$ cat src/rtl/pc_stack_seq.sv
// Sequencer program counter with jump, relative branch, call/return stack
// and sticky end-of-space / stack-error flags.
module pc_stack_seq #(
    parameter int unsigned           WIDTH       = 5,
    parameter logic [WIDTH-1:0]      RESET_VEC   = '0,
    parameter bit                    WRAP_MODE   = 1'b0,
    parameter int unsigned           STACK_DEPTH = 4,
    parameter int unsigned           DW          = $clog2(STACK_DEPTH + 1)
) (
    input  logic             clk,
    input  logic             rstn,
    input  logic             en,
    input  logic [2:0]       op,
    input  logic [WIDTH-1:0] operand,
    input  logic             clr_flags,
    output logic [WIDTH-1:0] pc,
    output logic             max_reached,
    output logic             stack_err,
    output logic             stack_full,
    output logic             stack_empty,
    output logic [DW-1:0]    depth
);

    localparam int unsigned      AW  = (STACK_DEPTH > 1) ? $clog2(STACK_DEPTH) : 1;
    localparam logic [WIDTH-1:0] MAX = '1;

    localparam logic [2:0] OpHold   = 3'b000;
    localparam logic [2:0] OpInc    = 3'b001;
    localparam logic [2:0] OpJump   = 3'b010;
    localparam logic [2:0] OpBranch = 3'b011;
    localparam logic [2:0] OpCall   = 3'b100;
    localparam logic [2:0] OpRet    = 3'b101;

    logic [WIDTH-1:0] pc_q, pc_d;
    logic [DW-1:0]    depth_q, depth_d;
    logic             max_q, max_d;
    logic             err_q, err_d;
    logic             push, max_set, err_set;
    logic [AW-1:0]    push_idx, pop_idx;
    logic [DW-1:0]    depth_m1;
    logic [WIDTH-1:0] stack_q [STACK_DEPTH];

    assign stack_full  = (depth_q == DW'(STACK_DEPTH));
    assign stack_empty = (depth_q == '0);
    assign depth_m1    = depth_q - DW'(1);
    assign push_idx    = depth_q[AW-1:0];
    assign pop_idx     = depth_m1[AW-1:0];

    always_comb begin
        pc_d    = pc_q;
        depth_d = depth_q;
        push    = 1'b0;
        max_set = 1'b0;
        err_set = 1'b0;
        if (en) begin
            case (op)
                OpInc: begin
                    if (pc_q == MAX) begin
                        max_set = 1'b1;
                        if (WRAP_MODE) pc_d = '0;
                    end else begin
                        pc_d = pc_q + WIDTH'(1);
                    end
                end
                OpJump: pc_d = operand;
                // Modular add of equal widths is the same as adding the sign-extended offset.
                OpBranch: pc_d = pc_q + operand;
                OpCall: begin
                    if (stack_full) begin
                        err_set = 1'b1;
                    end else begin
                        push    = 1'b1;
                        depth_d = depth_q + DW'(1);
                        pc_d    = operand;
                    end
                end
                OpRet: begin
                    if (stack_empty) begin
                        err_set = 1'b1;
                    end else begin
                        pc_d    = stack_q[pop_idx];
                        depth_d = depth_m1;
                    end
                end
                default: ;
            endcase
        end
        // A new set event wins over a simultaneous clear.
        max_d = max_set | (max_q & ~clr_flags);
        err_d = err_set | (err_q & ~clr_flags);
    end

    always_ff @(posedge clk or negedge rstn) begin
        if (!rstn) begin
            pc_q    <= RESET_VEC;
            depth_q <= '0;
            max_q   <= 1'b0;
            err_q   <= 1'b0;
        end else begin
            pc_q    <= pc_d;
            depth_q <= depth_d;
            max_q   <= max_d;
            err_q   <= err_d;
        end
    end

    // Entries above depth are never read, so storage needs no reset.
    always_ff @(posedge clk) begin
        if (push) stack_q[push_idx] <= pc_q + WIDTH'(1);
    end

    assign pc          = pc_q;
    assign depth       = depth_q;
    assign max_reached = max_q;
    assign stack_err   = err_q;

endmodule

$ cat config.mk
export PLATFORM = sky130hd
export DESIGN_NAME = pc_stack_seq
export DESIGN_NICKNAME = d
export VERILOG_FILES = /design/src/rtl/pc_stack_seq.sv
export SDC_FILE = /design/constraint.sdc
export NUM_CORES = 1
export LEC_CHECK = 0
export ABC_AREA = 1
export CAP_MARGIN = 40
export CELL_PAD_IN_SITES_DETAIL_PLACEMENT = 0
export CELL_PAD_IN_SITES_GLOBAL_PLACEMENT = 1
export CORE_ASPECT_RATIO = 1.5
export CORE_MARGIN = 3
export CORE_UTILIZATION = 25
export CTS_CLUSTER_DIAMETER = 120
export DETAILED_ROUTE_END_ITERATION = 7
export MAX_ROUTING_LAYER = met4
export PLACE_DENSITY_LB_ADDON = 0.3
export RECOVER_POWER = 100
export SKIP_LAST_GASP = 1
export SYNTH_ARGS = -nofsm -noshare
export SYNTH_HDL_FRONTEND = slang
export SYNTH_SLANG_ARGS = --single-unit
$ cat constraint.sdc
create_clock -name clk -period 5.3 [get_ports clk]
set_input_delay 1.06 -clock clk [delete_from_list [all_inputs] [get_ports clk]]
set_output_delay 1.06 -clock clk [all_outputs]
set_load 0.03 [all_outputs]
---- Yosys cells after proc, flatten, opt, wreduce, memory -nomap -nowiden ----
Memories as Yosys holds them, arrays and structs flattened.
Index checks and enable logic that the tools add are counted.
storage, ports and cells
  input port bits ......................... 12
  memories kept ........................... 1
  logic and storage cells ................. 48
  register bits ........................... 10
  RAM bits ................................ 20
  output and inout port bits .............. 12
operators by class
  bitwise logic cells ..................... 5
  reduce and logical (&&, ||, !) cells .... 5
  $add $sub $neg .......................... 4
  muxes and demuxes ....................... 19
  equal/unequal tests ..................... 10
memories
  memory   words  bits a word  read ports  clocked after memory_dff  write ports  RTL line  text
  stack_q  4      5            1           0                         1            41        logic [WIDTH-1:0] stack_q [STACK_DEPTH];
operator list
  kind                                                                 count
  5-bit case mux with 5 select lines                                   1
  5-bit 2-to-1 mux                                                     3
  1-bit 2-to-1 mux                                                     11
  3-bit == test (second input constant)                                3
  3-bit by 2-bit == test with 1-bit output (second input constant)     2
  3-bit 2-to-1 mux                                                     2
  2-bit != test (second input constant)                                3
  3-bit case mux with 2 select lines                                   1
  5-bit by 1-bit adder with 5-bit output (second input constant)       1
  5-bit adder                                                          1
  5-bit == test (second input constant)                                1
  5-bit AND reduction                                                  1
  5-bit nonzero test                                                   1
  4-bit AND reduction                                                  1
  3-bit by 1-bit adder with 3-bit output (second input constant)       1
  3-bit by 1-bit == test with 1-bit output (second input constant)     1
  3-bit logical NOT                                                    1
  3-bit by 1-bit subtractor with 3-bit output (second input constant)  1
  1-bit bitwise AND                                                    2
  1-bit OR                                                             2
  1-bit case mux with 2 select lines                                   1
  2-bit nonzero test                                                   1
  1-bit inverter                                                       1

---- Longest topological paths before layout ----
Gate-level depths: netlist of the first run.
  depth in word-level cells ............... 6
  gate-level depth with buffers ........... 11

---- Worst setup path after synthesis of the first run ----
Ideal clock, no wire load.
  path kind ............................... reg2out
  from .................................... register depth_q[0] (netlist: depth[0])
  to ...................................... output stack_empty
  path slack .............................. 2.811 ns
  cell stages (with the launch flop) ...... 5
  buffers on the path ..................... 0
  data required time ...................... 4.240 ns
  arrival ................................. 1.429 ns
  cells stage by stage .................... dfrtp_1 > clkinv_1 > ha_1 > inv_1 > nor2_1
on the way
  longest elaborated chain between the ends .. 1
ends and longest elaborated chain
  item                    RTL line  text
  from (decl)             35        logic [DW-1:0] depth_q, depth_d;
  from (signal assigned)  101       depth_q <= depth_d;
  3-bit logical NOT       44        assign stack_empty = (depth_q == '0);
  to (decl)               20        output logic stack_empty,
Every way passes these cells.

---- Worst setup path in the final report of the first run ----
Same ends and word-level chain as after synthesis.

==> results of run 1 <==
[worst paths after layout]
check	from	end
worst max-delay path	depth[0]$_DFFE_PN0P_	stack_empty
worst min-delay path	stack_err$_DFF_PN0_	stack_err$_DFF_PN0_
worst max register to register	depth[0]$_DFFE_PN0P_	stack_q[0][4]$_DFFE_PP_
worst min register to register	stack_err$_DFF_PN0_	stack_err$_DFF_PN0_
max in group asynchronous	rstn	max_reached$_DFF_PN0_
min in group asynchronous	rstn	pc[2]$_DFFE_PN0P_
[Yosys cell counts, drive strengths merged]
master and number:
nand2 75, o2111ai 1, o21ai 5, xor2 4
nor2 28, o22ai 1, dfrtp 10, o211ai 1
nor3 2, edfxtp 20, fa 1, buf 2
ha 12, a21oi 6, or2 2, nand4 4
clkinv 1, inv 33, nand3 20
[report_power, final]
part	switching, mW	total (mW)	internal [mW]
clock network	0.0892	0.227	0.138
logic	0.306	0.478	0.172
registers	0.0562	0.363	0.306
[flip-flops by register name (all words and copies together) (netlist names)]
register and cells:
depth 3, max_reached 1, stack_err 1, pc 5, stack_q 20
[cells by family after synthesis]
family          Yosys count
buf+inv                  36
xor+xnor                  4
compound gates           14
simple gates            131
flops                    30
fa+ha+maj                13
[metrics by stage]
step	setup WS [ns]	power (mW)
after floorplan	2.81	0.697
after global placement	2.13	0.873
after detailed placement	2.07	0.867
after CTS	1.76	1.10
after global routing	1.52	1.16
final	1.71	1.07
[cell type report]
cell class	count	area [um^2]
clock buffers	5	68.8
repair buffers	23	230
clock inverters	3	40.0
fillers	741	4700
well taps	78	97.6
multi-input cells	162	827
flip-flops and latches	30	851
inverters	34	128
[critical path, stage by stage (launching register included)]
cell and delay (ns):
dfrtp_1 0.69, clkinv_1 0.40, ha_1 0.33, inv_1 0.07, nor2_1 0.06, dlygate4sd3_1 0.69
[layout by cell type (no fill, tap or decap)]
cell type and count:
clkdlybuf4s50_1 8, nand2_1 73, o21ai_0 5, a21oi_1 6, o2111ai_1 1, xor2_1 4, nor3_1 2, dlygate4sd3_1 15
ha_1 12, nand4_1 4, dfrtp_1 10, nor2_2 2, nand2_2 2, fa_1 1, inv_2 3, nor2_1 26
clkinv_1 1, bufinv_16 1, edfxtp_1 20, clkinv_2 2, o211ai_1 1, clkbuf_8 5, inv_1 30, or2_2 2
nand3_1 20, o22ai_1 1
[per-layer routing]
layer	up-vias	global-route usage, %
li1	788	-
met1	665	12.1
met2	14	21.9
met3	5	1.37
met4	0	4.90
met5	-	-
==> results.py, run 1 <==
metrics = {
    "run_status": {
        "outcome": "complete, no violations",
    },
    "sta": {
        "worst_pin_slew_ns": 0.581,
        "grt_setup_unrepaired": "no",
        "setup_violations": 0,
        "fin_skew_ns": 0.00363,
        "fmax_mhz": 279,
        "fin_crit_ns": 3.59,
        "hold-worst-slack_ns": 0.518,
        "hold_viol": 0,
        "slew_viol_final": 0,
        "slew_headroom_pct": 61.1,
        "tns_ns": 0,
        "fin_crit_sh_pct": 67.7,
    },
    "global_routing": {
        "grt_max_degree": 19,
        "grt.total_usage_pct": 11.9,
        "gr-total-overflow": 0,
        "grt_pass1_wl_mm": 7.35,
        "grt_pass1_vias": 1544,
        "antenna_found_initial": 0,
    },
    "yosys": {
        "ys_ff_latch": 30,
        "synthCells": 228,
        "synth_top_family_by_area": "simple AND/OR/NAND/NOR gates",
        "synthAdderAreaFrac_pct": 9.35,
        "synth_area_um2": 1820,
        "syn_avg_cell_area_um2": 7.98,
        "ys.warnings.count": 0,
        "synth_compound_area_share_pct": 4.26,
        "synthXorXnorAreaFrac_pct": 1.92,
        "yosysTopAreaCellShare_pct": 33.0,
        "yosys.area_share.simple_pct": 30.2,
        "synthDistinctLibCells": 22,
        "ys_seq_area_share_pct": 46.7,
        "synth_area_leaders": "edfxtp_1 33%, nand2_1 15%, dfrtp_1 14%",
        "synthMuxAreaShare_pct": 0,
        "yosys.area.top_type": "edfxtp_1",
        "synthesis.nets": 253,
    },
    "drt": {
        "wl_met1_mm": 1.66,
        "top_layer": "met4",
        "avgRoutedWirePerCell_um": 13.0,
        "wl_met3_um": 61,
        "drt-initial-drc-count": 38,
        "drc": 0,
        "firstDrtPassIters": 4,
        "met2_length_mm": 2.53,
        "postRouteWirelength_mm": 4.34,
        "via_count": 1472,
        "ant_nets": 0,
        "drt-vias-per-instance": 4.39,
    },
    "clocking": {
        "clk_latency_ns": 0.28,
        "hold_buffers": 0,
        "postCtsSetupBuffers": 0,
        "cts_resized": 0,
        "cts_buffers": 5,
        "clock_sinks": 30,
        "clk_pin_slew_worst_paths_ns": 0.07,
        "cts_tree": "yes",
        "htreeDepth": 2,
        "clockBufferDepth": 2,
        "root_buffer": "clkbuf_8",
    },
    "die": {
        "die_y_um": 111,
        "die_x_um": 75.7,
        "core.rowCount": 37,
        "die_area_um2": 8360,
        "core_area_um2": 6940,
        "io_pins": 24,
        "start_util_pct": 26.2,
    },
    "critical_path": {
        "cp_data_arrival_time_ns": 2.53,
        "r2r_slack_ns": 2.80,
        "rr_worst_depth": 5,
        "cp-start-kind": "flip-flop",
        "critPathKind": "reg2out",
        "worstPathMaxFanout": 18,
        "end_kind": "primary output",
        "required_ns": 4.24,
    },
    "placement": {
        "numPortBuffers": 23,
        "dpl.cell_count": 327,
        "dpl.hpwl_mm": 3.54,
        "gp_congestion": 0.779,
        "dpl_cell_area_um2": 2140,
    },
    "cells_and_area": {
        "instances_no_fill": 335,
        "final_area_um2": 2240,
        "layout-drive-gt1-share_pct": 6.61,
        "n_antenna_cell": 0,
        "nets": 281,
        "syn2layout_area_growth_pct": 23.2,
        "final_util_pct": 32.3,
    },
    "pwr": {
        "irDropWorstVdd_uv": 125,
        "static-leakage-power_nw": 1.07,
        "p_per_area_nw_per_um2": 476,
    },
    "worst_hold_path": {
        "hold_path_depth": 2,
        "hp-class": "reg2reg",
    },
    "flow_run": {
        "drv_cap": 0,
    },
}
Note: power is estimated with default switching activity, not from simulation.
==> run 2, diff against run 1 <==
- clock period: 5.3 -> 3.6 ns (I/O delays scaled with it)
==> results.py, run 2 (synthesis results as in run 1) <==
metrics = {
    "sta": {
        "worst_pin_slew_ns": 0.578,
        "hold_viol": 0,
        "slew_viol_final": 0,
        "setup_violations": 0,
        "grt_setup_unrepaired": "no",
        "slew_headroom_pct": 61.3,
        "fin_skew_ns": 0.00300,
        "fin_crit_ns": 3.26,
        "fin_crit_sh_pct": 90.5,
        "tns_ns": 0,
        "fmax_mhz": 307,
        "hold-worst-slack_ns": 0.518,
    },
    "clocking": {
        "clk_pin_slew_worst_paths_ns": 0.07,
        "cts_resized": 0,
        "htreeDepth": 2,
        "postCtsSetupBuffers": 0,
        "clk_latency_ns": 0.28,
        "cts_tree": "yes",
        "root_buffer": "clkbuf_8",
        "cts_buffers": 5,
        "clockBufferDepth": 2,
        "hold_buffers": 0,
        "clock_sinks": 30,
    },
    "die": {
        "io_pins": 24,
        "die_x_um": 75.7,
        "core_area_um2": 6940,
        "die_area_um2": 8360,
        "core.rowCount": 37,
        "start_util_pct": 26.2,
        "die_y_um": 111,
    },
    "drt": {
        "avgRoutedWirePerCell_um": 13.0,
        "drt-vias-per-instance": 4.38,
        "ant_nets": 0,
        "via_count": 1468,
        "postRouteWirelength_mm": 4.37,
        "firstDrtPassIters": 4,
        "drc": 0,
        "drt-initial-drc-count": 45,
    },
    "pwr": {
        "p_per_area_nw_per_um2": 700,
        "static-leakage-power_nw": 1.07,
        "irDropWorstVdd_uv": 205,
    },
    "critical_path": {
        "max_stage_delay_ns": 0.69,
        "critPathKind": "reg2out",
        "cp-start-kind": "flip-flop",
        "rr_worst_depth": 5,
        "path_cells": "clkinv_1, ha_1, inv_1, nor2_1, dlygate4sd3_1",
        "cp_data_arrival_time_ns": 2.54,
        "required_ns": 2.88,
        "critPathCapture": "stack_empty",
        "worstPathMaxFanout": 18,
        "r2r_slack_ns": 1.08,
        "rr_endpoint": "stack_q[2][3]$_DFFE_PP_",
        "end_kind": "primary output",
        "startpoint": "depth[0]$_DFFE_PN0P_",
        "r2r-start": "depth[0]$_DFFE_PN0P_",
        "slowest_stage": "dfrtp_1",
    },
    "cells_and_area": {
        "top_register": "stack_q",
        "final_cell_mix": "72 x nand2_1, 30 x inv_1, 26 x nor2_1, 20 x nand3_1, 20 x edfxtp_1",
        "syn2layout_area_growth_pct": 23.3,
        "largest_reg_flops": 20,
        "nets": 281,
        "final_common_cell": "nand2_1",
        "layout-drive-gt1-share_pct": 7.00,
        "n_antenna_cell": 0,
    },
    "global_routing": {
        "gr-total-overflow": 0,
        "grt_pass1_vias": 1532,
        "grt_max_degree": 19,
        "antenna_found_initial": 0,
        "grt_pass1_wl_mm": 7.46,
        "grt.total_usage_pct": 12.0,
    },
    "run_status": {
        "outcome": "complete, no violations",
    },
    "placement": {
        "dpl.hpwl_mm": 3.55,
        "gp_congestion": 0.779,
        "numPortBuffers": 23,
    },
    "flow_run": {
        "drv_cap": 0,
    },
    "worst_hold_path": {
        "hp-class": "reg2reg",
    },
}
-- run 2: changes by cell type in the layout (fill, tap and decap cells not counted), sizes merged --
cell / change
dlygate4sd3: -2
clkdlybuf4s50: +2
-- run 2: critical path, delay by kind of cell, from the launching register on --
kind,cells,cell delay [ns]
buf+inv,3,1.17
simple gates,1,0.06
fa+ha+maj,1,0.33
flops,1,0.69
-- run 2: metal layers --
layer | vias up | part of all wire [%] | GRT usage, %
met5 | - | 0 | -
met4 | 0 | 2.2 | 4.90
met3 | 5 | 1.6 | 1.37
met2 | 16 | 57 | 21.7
met1 | 658 | 39 | 12.6
li1 | 789 | - | -
-- run 2: layout make-up --
cell class	instances	area [um^2]
clock inverter	3	40.0
multi-input combinational	162	830
fill	742	4700
inverter	34	128
sequential	30	851
clock buffer	5	68.8
timing repair buffer	23	230
tap	78	97.6
-- run 2: worst min-delay path by stage --
stage / from / endpoint / depth (start not counted)
global route: stack_err$_DFF_PN0_ / stack_err$_DFF_PN0_ / 2
detailed placement: stack_err$_DFF_PN0_ / stack_err$_DFF_PN0_ / 2
CTS: stack_err$_DFF_PN0_ / stack_err$_DFF_PN0_ / 2
floorplan: rstn / depth[0]$_DFFE_PN0P_ / 0
global placement: stack_err$_DFF_PN0_ / stack_err$_DFF_PN0_ / 2
finish: stack_err$_DFF_PN0_ / stack_err$_DFF_PN0_ / 2
-- run 2: report_power, final --
part	switching (mW)	leakage (nW)	internal, mW
Sequential	0.0831	0.308	0.451
Clock	0.129	0.0579	0.203
Combinational	0.450	0.706	0.254
-- run 2: stage by stage --
stage | total power, mW | worst slack [ns] | instance area [um^2] | util [%] | cells
after floorplan | 1.03 | 1.45 | 1820 | - | 228
after global placement | 1.29 | 0.766 | 2140 | 30.8 | 327
after detailed placement | 1.28 | 0.704 | 2140 | 30.8 | 327
after CTS | 1.62 | 0.391 | 2250 | 32.4 | 335
after global routing | 1.71 | 0.149 | 2240 | 32.3 | 335
final | 1.57 | 0.343 | 2240 | 32.3 | 335
==> run 3, diff against run 2 <==
- CTS_BUF_LIST: not set -> sky130_fd_sc_hd__clkbuf_4 sky130_fd_sc_hd__clkbuf_8
- DONT_BUFFER_PORTS: not set -> 1
- GPL_TIMING_DRIVEN: not set -> 0
==> results.py, run 3 (synthesis results as in run 1) <==
metrics = {
    "cells_and_area": {
        "n_antenna_cell": 0,
        "top_register": "stack_q",
        "nets": 260,
        "final_common_cell": "nand2_1",
        "final_cell_mix": "72 x nand2_1, 30 x inv_1, 26 x nor2_1, 20 x nand3_1, 20 x edfxtp_1",
        "final_area_um2": 2000,
        "layout-drive-gt1-share_pct": 7.63,
        "syn2layout_area_growth_pct": 9.83,
        "largest_reg_flops": 20,
    },
    "critical_path": {
        "worstPathMaxFanout": 10,
        "slowest_stage": "dfrtp_1",
        "required_ns": 2.88,
        "max_stage_delay_ns": 0.69,
        "crit_buf_inv": 2,
        "rr_worst_depth": 11,
        "path_cells": "clkinv_1, ha_1, nand2_1, inv_1",
        "cp_data_arrival_time_ns": 2.03,
        "critPathKind": "reg2out",
        "r2r-start": "depth[0]$_DFFE_PN0P_",
        "end_kind": "primary output",
        "r2r_slack_ns": 0.91,
        "cp-start-kind": "flip-flop",
        "cp_top_family": "flip-flops",
        "rr_endpoint": "pc[1]$_DFFE_PN0P_",
    },
    "sta": {
        "fmax_mhz": 364,
        "grt_setup_unrepaired": "no",
        "slew_headroom_pct": 52.1,
        "setup_violations": 0,
        "fin_crit_sh_pct": 76.4,
        "tns_ns": 0,
        "fin_crit_ns": 2.75,
        "slew_viol_final": 0,
        "worst_pin_slew_ns": 0.716,
        "setup_ws_ns": 0.851,
        "fin_skew_ns": 0.00278,
        "hold_viol": 0,
    },
    "clocking": {
        "root_buffer": "clkbuf_8",
        "clock_sinks": 30,
        "htreeDepth": 2,
        "cts_buffers": 5,
        "clk_latency_ns": 0.28,
        "cts_resized": 0,
        "cts_tree": "yes",
        "clockBufferDepth": 2,
        "clk_pin_slew_worst_paths_ns": 0.06,
        "postCtsSetupBuffers": 0,
        "hold_buffers": 0,
    },
    "pwr": {
        "static-leakage-power_nw": 0.956,
        "p_per_area_nw_per_um2": 716,
        "seq_power_share_pct": 42.3,
        "p_clk_share_pct": 18.3,
        "irDropWorstVdd_uv": 181,
        "p_sw_share_pct": 45.9,
        "p_switching_mw": 0.656,
        "power_mw": 1.43,
        "p_comb_share_pct": 39.4,
        "internal_power_mw": 0.775,
    },
    "global_routing": {
        "grt_max_degree": 11,
        "grt_pass1_wl_mm": 7.31,
        "grt.total_usage_pct": 12.3,
        "antenna_found_initial": 0,
        "grt_pass1_vias": 1423,
        "gr-total-overflow": 0,
    },
    "flow_run": {
        "drv_cap": 0,
    },
    "placement": {
        "dpl_cell_area_um2": 1920,
        "dp_worst_setup_slack_ns": 0.810,
        "dpl.hpwl_mm": 3.59,
        "numPortBuffers": 0,
        "gp_congestion": 0.736,
    },
    "drt": {
        "drt-initial-drc-count": 32,
        "ant_nets": 0,
        "firstDrtPassIters": 4,
        "drt-vias-per-instance": 4.55,
        "drc": 0,
        "postRouteWirelength_mm": 4.48,
        "via_count": 1429,
        "avgRoutedWirePerCell_um": 14.3,
    },
    "die": {
        "core_area_um2": 6940,
        "core.rowCount": 37,
        "die_y_um": 111,
        "start_util_pct": 26.2,
        "die_x_um": 75.7,
        "io_pins": 24,
        "die_area_um2": 8360,
    },
    "worst_hold_path": {
        "hp-class": "in2async",
    },
    "run_status": {
        "outcome": "complete, no violations",
    },
}
[run 3: cell count changes in the layout (fill, tap and decap cells not counted)]
cell,before,now
buf_2,0,1
bufinv_16,1,0
clkbuf_1,0,1
clkbuf_4,0,1
clkdlybuf4s50_1,10,0
clkinv_1,1,2
clkinv_2,2,1
dlygate4sd3_1,13,0
[run 3: layer usage]
layer | GRT usage, % | part of all wire, %
met1 | 11.9 | 37
met2 | 22.4 | 58
met3 | 2.37 | 3.1
met4 | 5.25 | 1.8
met5 | - | 0
[run 3: worst max path at each step]
stage | depth (start not counted) | from | slack [ns] | endpoint
after detailed placement | 5 | depth[0]$_DFFE_PN0P_ | 0.81 | stack_q[2][2]$_DFFE_PP_
after floorplan | 4 | depth[0]$_DFFE_PN0P_ | 1.45 | stack_empty
final | 4 | depth[0]$_DFFE_PN0P_ | 0.85 | stack_full
after global placement | 5 | depth[0]$_DFFE_PN0P_ | 0.81 | stack_q[2][2]$_DFFE_PP_
after CTS | 4 | depth[0]$_DFFE_PN0P_ | 0.76 | stack_full
after global routing | 11 | depth[0]$_DFFE_PN0P_ | 0.60 | pc[0]$_DFFE_PN0P_
[run 3: area by class of cell]
cell class,instances,area [um^2]
Fill cell,778,4940
Sequential cell,30,851
Clock inverter,2,8.76
Inverter,34,128
Clock buffer,6,76.3
Tap cell,78,97.6
Buffer,2,8.76
Multi-Input combinational cell,162,830
[run 3: power groups by stage]
stage | Clock (mW) | Combinational [mW] | Sequential [mW]
6_report | 0.262 | 0.564 | 0.605
5_1_grt | 0.292 | 0.657 | 0.618
4_1_cts | 0.272 | 0.581 | 0.610
3_5_place_dp | 0 | 0.577 | 0.618
3_3_place_gp | 0 | 0.575 | 0.616
2_1_floorplan | 0 | 0.440 | 0.587
[run 3: per-stage QoR]
step / hold slack, ns / cells / util [%]
floorplan: 0.424 / 228 / -
global placement: 0.425 / 306 / 27.6
detailed placement: 0.425 / 306 / 27.6
CTS: 0.120 / 314 / 28.8
global route: 0.109 / 314 / 28.8
finish: 0.133 / 314 / 28.8
==> RTL edit 1 (settings of run 3) <==
Change the parameter `WRAP_MODE` from 1'b0 to 1'b1.
--- a/src/rtl/pc_stack_seq.sv
+++ b/src/rtl/pc_stack_seq.sv
@@ -3,7 +3,7 @@
 module pc_stack_seq #(
     parameter int unsigned           WIDTH       = 5,
     parameter logic [WIDTH-1:0]      RESET_VEC   = '0,
-    parameter bit                    WRAP_MODE   = 1'b0,
+    parameter bit                    WRAP_MODE   = 1'b1,
     parameter int unsigned           STACK_DEPTH = 4,
     parameter int unsigned           DW          = $clog2(STACK_DEPTH + 1)
 ) (
Behaviour: not the same (Yosys sat finds a counterexample within 4 cycles, from zero or initial values and one cycle with rstn low).
==> RTL edit 1 against run 3 <==
Clock skew rose by 0.0016 ns. Final area fell by 2.9%. Count of clock-buffer cells in the layout did not move. Setup slack got worse by 0.095 ns. Global-route usage fell by 0.29 points. Wire length fell by 7.5%. Via count fell by 9.3%. Sequential cell count did not move. Critical path depth did not move. Synthesized cell count fell by 11%. Combinational power rose by 2%. Power rose by 5.0%. Sequential power rose by 5.6%. Area after synthesis fell by 2.7%.
==> RTL edit 1: results (changes against run 3) <==
[final_layout]
final_cells=287  ; -8.6%
nFillCells=756  ; -2.8%
nets=235  ; -9.6%
drive_above_1_share_pct=8.53  ; +0.90 points

[sta]
tightest_slew_ns=0.730  ; +0.0136 ns
skew_ns=0.00443  ; +0.00165 ns
period_share_pct=79.0  ; +2.7 points

[placement]
dpl.hpwl_um=3300  ; -8.0%
port_buffers=0  ; unchanged
place_congestion=0.727  ; -1.3%
preCtsSetupSlack_ns=1.15  ; +0.336 ns
numPlacedInstances=279  ; -8.8%

[clock_tree]
cts_max_level=2  ; unchanged
cts.repair.resized=0  ; unchanged

[worst_setup_path]
crit_path_start_kind=flop
r2r_slack_ns=0.96  ; +0.05 ns
crit_arrival_ns=2.12  ; +0.09 ns
cp_max_fo=11  ; +1
slowest_delay_ns=0.58  ; -0.11 ns

[global_routing]
grt_pass1_vias=1381  ; -3.0%
grt_pass1_wl_um=6910  ; -5.5%
grt_use_total_pct=12.0  ; -0.29 points
met3_usage_pct=1.57  ; -0.80 points
grt_util_met2_pct=22.4  ; -0.057 points
grt_util_met1_pct=12.0  ; +0.12 points
grt_max_degree=12  ; +1

[synth]
synth_flop_cell=edfxtp_1
yosys.area_share.xor_xnor_pct=2.97  ; +1.0 points
muxShareOfSynthArea_pct=0  ; unchanged
yosysTopAreaCellShare_pct=33.9  ; +0.93 points
synth.net_count=228  ; -9.9%
avgSynthCellArea_um2=8.72  ; +9.2%
yosys_warnings=0  ; unchanged
synth_adder_area_share_pct=9.61  ; +0.26 points
ys_seq_area_share_pct=48.1  ; +1.3 points
synthTopCellsByArea=edfxtp_1, dfrtp_1, nand2_1, ha_1, nor2_1
synthDistinctLibCells=24  ; +9.1%
synth_compound_area_share_pct=7.07  ; +2.8 points
synth_top_cells_by_count=nand2_1, nor2_1, inv_1

[power]
p_leak_nw=0.891  ; -6.7%
ir_worst_vdd_uv=258  ; +43%

[detailed_routing]
drtIter0Drc=20  ; -38%
firstDrtPassIters=4  ; unchanged
viasPerCell=4.52  ; -0.78%
wl_um=4150  ; -7.5%

[status]
outcome=complete, no violations

## RTL edit 1: cell types whose count changed after synthesis, sizes merged, moves of 2 or more
| cell | delta |
|---|---|
| nor2 | +4 |
| nand4 | -3 |
| a21oi | +4 |
| o21ai | +3 |
| inv | -3 |
| o211ai | +2 |
| xnor2 | +2 |
| nand2 | -30 |
## RTL edit 1: final cells by class
cell class | instances | share of cell area (%)
flip-flops and latches | 30 | 43.8
multi-input cells | 142 | 40.2
inverters | 30 | 5.80
well taps | 76 | 4.90
clock buffers | 6 | 4.26
clock inverters | 2 | 0.645
plain buffers | 1 | 0.387
## RTL edit 1: final timing paths
path | end | cells past startpoint
worst max-delay path | stack_empty | 4
worst min-delay path | pc[3] | 0
worst max register to register | pc[3] | 9
worst min register to register | stack_err | 2
max in group asynchronous | pc[4] | 0
min in group clk | max_reached | 1
## RTL edit 1: logic make-up after synthesis
group | after synthesis
fa+ha+maj | 13
flops | 30
xor+xnor | 6
simple gates | 101
compound gates | 22
buf+inv | 31
## RTL edit 1: power by group
group	internal (mW)	switching [mW]
sequential	0.469	0.171
clock	0.153	0.132
combinational	0.206	0.372
## RTL edit 1: stage by stage
stage | area (um2) | hold slack [ns]
after global placement | 1870 | 0.425
after CTS | 1960 | 0.114
after global routing | 1940 | 0.108
final | 1940 | 0.126
after detailed placement | 1870 | 0.425
after floorplan | 1770 | 0.424
## RTL edit 1: routing by layer
layer,vias up,wire length [um]
met3,6,90
met4,0,95
met5,-,0
li1,673,-
met2,21,2370
met1,596,1590
==> RTL edit 2 (flow settings as in run 3) <==
Made on the original files. Put one more register stage on the output `stack_err`, with the module's reset. The value now appears one clock later. The other outputs are not delayed to match.
--- a/src/rtl/pc_stack_seq.sv
+++ b/src/rtl/pc_stack_seq.sv
@@ -112,7 +112,13 @@
     assign pc          = pc_q;
     assign depth       = depth_q;
     assign max_reached = max_q;
-    assign stack_err   = err_q;
+    always_ff @(posedge clk or negedge rstn) begin
+        if (!rstn) begin
+            stack_err <= '0;
+        end else begin
+            stack_err <= err_q;
+        end
+    end
 
 endmodule
 
Behaviour: not the same (a bounded check fails within 4 cycles, from zero or initial values and one cycle with rstn low).
==> RTL edit 2 against run 3 <==
Fmax is 3.0% lower. Clock power is 2% higher. Sequential cell count is 1 higher. Global-route usage is 1.0 points lower. Clock skew is 0.0056 ns higher. Wire length is 4.2% lower. Area after synthesis is 5.4% higher. Count of clock-buffer cells in the layout stayed put. First-iteration DRC count is 41% higher. Final cell count is 8.6% higher. Power is 2.2% higher. Synthesized cell count is 1.8% higher. Final area is 5.4% higher. Setup slack worse by 0.084 ns. Largest power group unchanged.
==> RTL edit 2: results (changes against run 3) <==
[status]
outcome=complete, no violations

[global_routing]
grt_pass1_wl_um=7380  ; +0.85%
grt_util_met2_pct=20.9  ; -1.5 points
grt_util_met1_pct=11.1  ; -0.79 points
grt_pass1_vias=1485  ; +4.4%
met3_usage_pct=1.04  ; -1.3 points

[synth]
ys_seq_area_share_pct=45.7  ; -1.1 points
synthTopCellsByArea=edfxtp_1, dfrtp_1, nand2_1, ha_1, inv_1
synth_top_cells_by_count=nand2_1, inv_1, nor2_1
avgSynthCellArea_um2=8.27  ; +3.5%
synthDistinctLibCells=25  ; +14%
synth.net_count=257  ; +1.6%

[detailed_routing]
wl_met2_um=2410  ; -7.9%
wl_met3_um=86  ; -37%
post_drt_wl_per_cell_um=12.6  ; -12%
viasPerCell=4.00  ; -12%

[sta]
fin_ws_ns=0.767  ; -0.0844 ns
skew_ns=0.00843  ; +0.00564 ns
tightest_slew_ns=0.580  ; -0.136 ns

[final_layout]
nFillCells=816  ; +4.9%
nets=265  ; +1.9%

[power]
ir_worst_vdd_uv=165  ; -8.9%
power_mw=1.46  ; +2.2%

[placement]
dpl.hpwl_um=3460  ; -3.6%
place_area_um2=2050  ; +6.8%
place_congestion=0.745  ; +1.2%
preCtsSetupSlack_ns=1.26  ; +0.451 ns

[worst_setup_path]
cp_max_fo=12  ; +2
r2r_slack_ns=1.03  ; +0.12 ns
path_delay_family=buffers and inverters
r2r.worst_path.cells=10  ; -1
crit_arrival_ns=2.11  ; +0.08 ns
r2r-end=pc[0]

## RTL edit 2: changes by cell type after synthesis, sizes merged, moves of 2 or more
cell	delta
a21oi	-4
nand2	-3
nand3	-2
nand4	-4
nor2	+10
o21ai	+5
## RTL edit 2: final cells by class
| cell class | instances | share of cell area [%] |
|---|---|---|
| Multi-Input combinational cell | 163 | 41.4 |
| Inverter | 35 | 6.23 |
| Clock buffer | 6 | 3.62 |
| Sequential cell | 31 | 41.5 |
| Timing Repair Buffer | 1 | 0.178 |
| Tap cell | 100 | 5.93 |
| Clock inverter | 2 | 0.415 |
| Buffer | 3 | 0.653 |
## RTL edit 2: kinds of logic after synthesis
logic type / Yosys count / synth area share, %
AND/OR/NAND/NOR: 130 / 31.3
adder cells (fa/ha/maj): 13 / 8.87
flip-flops: 31 / 45.7
XOR/XNOR: 6 / 2.74
buffers and inverters: 38 / 7.63
AO/OA/AOI/OAI: 14 / 3.78
